[src/rtl/uart_test.sv]
// uart_test: UART 8N1 loopback test block. Bytes received on RxD go into a
// holding register, and the held byte is retransmitted on TxD on request.
// Optional feature macro: UART_TEST_AUTO_ECHO_EN. When it is defined, every
// good received byte is echoed automatically.

// async_transmitter: 8N1 serial transmitter with one down-counter per bit.
module async_transmitter #(
    parameter int BIT_CYCLES = 434
) (
    input  logic       clk,
    input  logic       rst_n,
    input  logic       start,
    input  logic [7:0] data,
    output logic       TxD,
    output logic       busy
);
    localparam int CNT_W = $clog2(BIT_CYCLES);
    localparam logic [CNT_W-1:0] BIT_RELOAD = CNT_W'(BIT_CYCLES - 1);

    typedef enum logic [1:0] {TX_IDLE, TX_START, TX_DATA, TX_STOP} tx_state_t;

    tx_state_t        state;
    logic [CNT_W-1:0] cnt;
    logic [2:0]       idx;
    logic [7:0]       shreg;

    // Frame sequencer; TxD and busy are registered so they switch exactly on bit edges
    always_ff @(posedge clk or negedge rst_n) begin
        if (!rst_n) begin
            state <= TX_IDLE;
            cnt   <= '0;
            idx   <= '0;
            shreg <= '0;
            TxD   <= 1'b1;
            busy  <= 1'b0;
        end else begin
            case (state)
                TX_IDLE: begin
                    if (start) begin
                        shreg <= data;
                        cnt   <= BIT_RELOAD;
                        TxD   <= 1'b0;
                        busy  <= 1'b1;
                        state <= TX_START;
                    end
                end
                TX_START: begin
                    if (cnt != '0) begin
                        cnt <= cnt - CNT_W'(1);
                    end else begin
                        cnt   <= BIT_RELOAD;
                        TxD   <= shreg[0];
                        shreg <= {1'b0, shreg[7:1]};
                        idx   <= '0;
                        state <= TX_DATA;
                    end
                end
                TX_DATA: begin
                    if (cnt != '0) begin
                        cnt <= cnt - CNT_W'(1);
                    end else begin
                        cnt <= BIT_RELOAD;
                        if (idx == 3'd7) begin
                            TxD   <= 1'b1;
                            state <= TX_STOP;
                        end else begin
                            TxD   <= shreg[0];
                            shreg <= {1'b0, shreg[7:1]};
                            idx   <= idx + 3'd1;
                        end
                    end
                end
                TX_STOP: begin
                    if (cnt != '0) begin
                        cnt <= cnt - CNT_W'(1);
                    end else if (start) begin
                        // The end of the stop bit also accepts a new request, so busy never drops
                        shreg <= data;
                        cnt   <= BIT_RELOAD;
                        TxD   <= 1'b0;
                        state <= TX_START;
                    end else begin
                        busy  <= 1'b0;
                        state <= TX_IDLE;
                    end
                end
                default: state <= TX_IDLE;
            endcase
        end
    end
endmodule


[config.mk]
export PLATFORM = sky130hd
export DESIGN_NAME = async_transmitter
export DESIGN_NICKNAME = d
export VERILOG_FILES = /design/src/rtl/uart_test.sv
export SDC_FILE = /design/constraint.sdc
export NUM_CORES = 1
export LEC_CHECK = 0
export BUFFER_PORTS_ARGS = -buffer_cell sky130_fd_sc_hd__buf_2
export CORE_MARGIN = 4
export CORE_UTILIZATION = 60
export CTS_CLUSTER_SIZE = 30
export DETAILED_ROUTE_END_ITERATION = 10
export PLACE_DENSITY = 0.82
export RECOVER_POWER = 25
export SYNTH_ARGS = -nofsm -noshare
export SYNTH_HDL_FRONTEND = slang
export SYNTH_SLANG_ARGS = --single-unit
[constraint.sdc]
create_clock -name clk -period 3.8 [get_ports clk]
set_input_delay 0.19 -clock clk [delete_from_list [all_inputs] [get_ports clk]]
set_output_delay 0.19 -clock clk [all_outputs]
set_load 0.01 [all_outputs]
# == Word-level counts from Yosys, hierarchy flattened ==
# Cells that the tools add are included.
# totals
in_bits,11
wordCells,60
output_inout_bits,2
reg_bits,24
# op_classes
n_mux,31
eq_ne,11
addsub,2
reduce_logical,10
# op_table
op,n
two-way mux 8 bit,5
one-hot mux 8 bit (4 select lines),1
two-way mux 9 bit,3
one-hot mux 9 bit (3 select lines),1
"!= test 2 bit, second input constant",7
AND reduction 4 bit,3
two-way mux 2 bit,5
two-way mux 1 bit,9
two-way mux 3 bit,3
nonzero test 9 bit,1
"subtractor 9 x 1 -> 9 bit, second input constant",1
one-hot mux 2 bit (4 select lines),1
one-hot mux 3 bit (2 select lines),1
AND reduction 5 bit,1
"equality test 2 bit, second input constant",2
one-hot mux 1 bit (4 select lines),1
nonzero test 2 bit,2
"adder 3 x 1 -> 3 bit, second input constant",1
"equality test 3 bit, second input constant",1
AND reduction 3 bit,1
"equality test 2 x 1 -> 1 bit, second input constant",1
zero test 2 bit,1
one-hot mux 1 bit (2 select lines),1
OR reduction 2 bit,1

# == Depth between registers and ports, before layout ==
# logic_depth
word_depth,4
depth_mapped,8
mapped_depth_nobuf,6

# == Least setup slack after synthesis ==
# OpenSTA, ideal clock, no wires.
# synth_path
path_kind,reg-to-reg
from,register cnt[0]
to,register shreg[0]
stages_incl_launch_ff,7
setup_time_ns,0.125
path_buffers,0
setup_slack_ns,1.770
synth_period_minus_slack_ns,2.030
required_time_ns,3.675
arrival_ns,1.905
path_cell_list,dfrtp_1 -> inv_1 -> ha_1 -> nor4b_2 -> a21oi_2 -> a211oi_4 -> mux2_2
# synth_via
elab_chain_cells,3
elab_cells_between_ends,5
classes_between,eq/ne (3); reduce/logical (2)
# synth_rtl
item,line,source
start: declaration,23,logic [CNT_W-1:0] cnt;
start signal: assignment,49,cnt <= cnt - CNT_W'(1);
start signal: assignment,60,cnt <= cnt - CNT_W'(1);
start signal: assignment,75,cnt <= cnt - CNT_W'(1);
nonzero test 9 bit *,"48, 59, 74",
!= test 2 bit (no source line),n/a,
AND reduction 4 bit (no source line) *,n/a,
end signal: assignment,53,"shreg <= {1'b0, shreg[7:1]};"
end signal: assignment,68,"shreg <= {1'b0, shreg[7:1]};"
end signal: assignment,78,shreg <= data;
end: declaration,25,logic [7:0] shreg;
# Mark *: on every way between the ends. The rest lies on a longest branch, timed or not.
# A chain may end at the register's enable or synchronous reset.

# == Worst setup path after layout ==
# layout_path
from,register state[0]
to,register shreg[1]
# layout_via
elab_chain_cells,3
elab_cells_between_ends,10
classes_between,eq/ne (7); mux (1); reduce/logical (2)
# layout_rtl
item,line,source
start: declaration,22,tx_state_t state;
start signal: assignment,30,state <= TX_IDLE;
start signal: assignment,44,state <= TX_START;
start signal: assignment,55,state <= TX_DATA;
equality test 2 bit or equality test 2 x 1 -> 1 bit (tied branches),37,case (state)
!= test 2 bit (no source line),n/a,
AND reduction 4 bit (no source line),n/a,
end signal: assignment,40,shreg <= data;
end signal: assignment,53,
end signal: assignment,68,
# Several ways; a longest one is shown, not always the timed one.

==> run_results.csv <==
group,metric,value,unit
status,status,"finished, final reports clean",
global_routing,use_met3,2.193,%
global_routing,use_met1,29.30,%
worst_setup_path,path_class,"reg -> reg",
die,design.core.area,2455,sq um
placement,hpwl,2359,um
yosys,async_flop_share,100.0,%
clocking,cts_max_level,1,
sta,slew_violations,0,
global_routing,globalRouteOverflowTotal,0,
clocking,clkLatencyLatePin,0.32,ns
yosys,ys.flop_type,"dfrtp_1",
sta,fin_crit,2.416,ns
cells_and_area,fin_nets,180,
clocking,cts_tree,"done",
sta,setup_viol,0,
global_routing,grt_first_pass_wirelength,5782,um
routing,via_count,1231,
yosys,synth-xor-area-share,0.5728,%
power,power-per-cell-area,1018,nW/um^2
cells_and_area,antenna_cells,0,
power,leakagePower,0.7325,nW
die,die_w,58.48,um
placement,gp_congestion,0.8444,
sta,period_share,63.58,%
yosys,synth_fa_ha_area_share,5.728,%
worst_setup_path,cp-end-kind,"register",
clocking,path_clk_slew,0.14,ns
die,start_util,62.28,%
yosys,synth_cells,149,
cells_and_area,seq_area,601.8,sq um
routing,final_antenna_net_count,0,
worst_setup_path,path_cells,"inv_1, ha_1, nor2_1, a211oi_4, mux2_2",
worst_setup_path,r2r_cells,5,
cells_and_area,fin_util,67.53,%
die,pin_count,13,
cells_and_area,drive_above_1_share,24.22,%
yosys,synth.avg_cell_area,10.26,sq um
yosys,synth-compound-area-share,20.54,%
yosys,synth_seq_cells,24,
cells_and_area,nFillCells,195,
worst_setup_path,cp.required,4.03,ns
clocking,root_buffer,"clkbuf_4",
yosys,syn-num-nets,167,
yosys,ys_seq_area_share,39.36,%
yosys,synth-simple-area-share,17.43,%
global_routing,grt_pass1_vias,1227,
yosys,synth_top_family_by_area,"compound AO/OA/AOI/OAI gates",
cells_and_area,multi_input_comb_area,855.8,sq um
routing,post-route-drc-count,0,
die,die_area,3420,sq um
routing,vias_per_cell,6.445,
sta,rsz0062_at_grt,"no",
sta,hold_viol_final,0,
yosys,synth_edf_count,0,
yosys,ys_warn_count,0,
global_routing,grt.busiest_layer,"met2",
job,max_cap_viol_count,0,
clocking,cts_buffers,3,
routing,finalWirelength,3297,um
clocking,clk_path_buf_depth,2,
die,die_y,58.48,um
worst_setup_path,path_max_fanout,19,
worst_setup_path,critical_path_arrival,2.64,ns
worst_setup_path,startpoint_type,"register",
yosys,yosys-top-cells-area,"dfrtp_1 (38%), mux2_2 (11%), ha_1 (5.7%)",
power,peakVddDrop,0.5866,mV
sta,max_freq,413.9,MHz
placement,place.port_buffers,12,
sta,final.setup.tns,0,ns
yosys,yosysTopAreaCell,"dfrtp_1",
global_routing,antenna_found_initial,0,
global_routing,grtUsageTotal,22.15,%
yosys,yosysTopAreaCellShare,37.64,%
routing,routedWlPerCell,17.26,um
sta,relSlewSlack,11.82,%
routing,dr.pass1.iters,5,
global_routing,grt_max_degree,25,
worst_setup_path,critPathMaxStageDelay,0.73,ns
worst_hold_path,hp-class,"in -> reg",
cells_and_area,area_delta_synth_final,8.429,%
sta,clock_skew,0.01032,ns
cells_and_area,layout_commonest_cell,"dfrtp_1",
cells_and_area,final_cell_mix,"dfrtp_1 (23), mux2_2 (15), o21ai_0 (11), buf_2 (11), inv_1 (10)",
yosys,syn_area,1529,sq um
clocking,numClockSinks,24,
worst_setup_path,slowest_stage,"ha_1",
routing,drtIter0Drc,79,
yosys,synth_cell_type_count,48,
global_routing,groute.layer.met2.usage,36.84,%
sta,worstMarginPinSlew,1.323,ns
yosys,synthMuxAreaShare,11.70,%
worst_hold_path,hold_depth,3,
die,fp-row-count,18,
## per-layer routing
metal  part of all wire [%]  vias to the layer above  routed length (um)
met3                    4.5                        6                 149
li1                       -                      583                   -
met5                      0                        -                   0
met1                     43                      603                1411
met2                     51                       39                1685
met4                    1.5                        0                  51
## timing repair
item                       4_1_cts  5_1_grt
setup endpoints to repair        0        0
resized for setup                0        0
hold endpoints to repair        23        0
hold buffers                     1        0
setup buffers                    0        0
## state kept, by name, indices dropped and copies added, names as in the netlist
register and flops:
cnt 9, state 2, shreg 8, busy 1, idx 3, TxD 1
## cell type report
cell class	count	area share (%)
clock inverter	1	1.811
multi-input combinational	109	51.62
clock buffer	3	1.358
sequential	24	36.30
tap	30	2.264
inverter	11	2.491
timing repair buffer	13	4.151
## worst paths after layout
path / from / endpoint / slack [ns]
max: state[0] / shreg[1] / 1.38
min in group asynchronous: rst_n / cnt[4] / 0.66
min reg2reg: shreg[2] / shreg[2] / 0.53
max reg2reg: state[0] / shreg[1] / 1.38
min: data[3] / shreg[3] / 0.21
max in group asynchronous: rst_n / idx[0] / 2.36
## power breakdown
| part | switching, mW | leakage (nW) | internal, mW |
|---|---|---|---|
| Clock | 0.0816 | 0.0279 | 0.107 |
| Sequential | 0.116 | 0.299 | 0.370 |
| Combinational | 0.554 | 0.406 | 0.459 |
## logic make-up after synthesis
family	count (synthesis)
AO/OA/AOI/OAI	45
XOR/XNOR	1
adder cells (fa/ha/maj)	7
buffers and inverters	16
flip-flops	24
multiplexers	16
AND/OR/NAND/NOR	40
## Yosys cell counts, drive strengths merged (2+ instances only)
master	number
a21o	2
nand3	6
a31oi	5
mux2	15
dfrtp	23
nor2b	4
inv	10
or3	2
a21oi	8
nor3	6
nand2	3
nor4	2
a211oi	3
o31ai	4
clkbuf	4
o21ai	11
ha	7
nor4b	2
nor2	10
## stage by stage
step	hold slack, ns	setup slack [ns]	power [mW]	instance area (sq um)	instances
4_1_cts	0.2197	1.382	1.680	1659	191
3_5_place_dp	0.2068	1.384	1.485	1597	186
6_report	0.2140	1.384	1.687	1658	191
2_1_floorplan	-0.1056	1.770	1.283	1529	149
3_3_place_gp	0.1917	1.455	1.427	1597	186
5_1_grt	0.2112	1.215	1.816	1658	191
## critical path, delay by kind of cell (launching register included)
| family | cells | cell delay, ns |
|---|---|---|
| flops | 1 | 0.44 |
| buf+inv | 1 | 0.10 |
| mux | 1 | 0.40 |
| simple gates | 1 | 0.18 |
| compound gates | 1 | 0.48 |
| fa+ha+maj | 1 | 0.73 |
(Power assumes the default switching activity.)
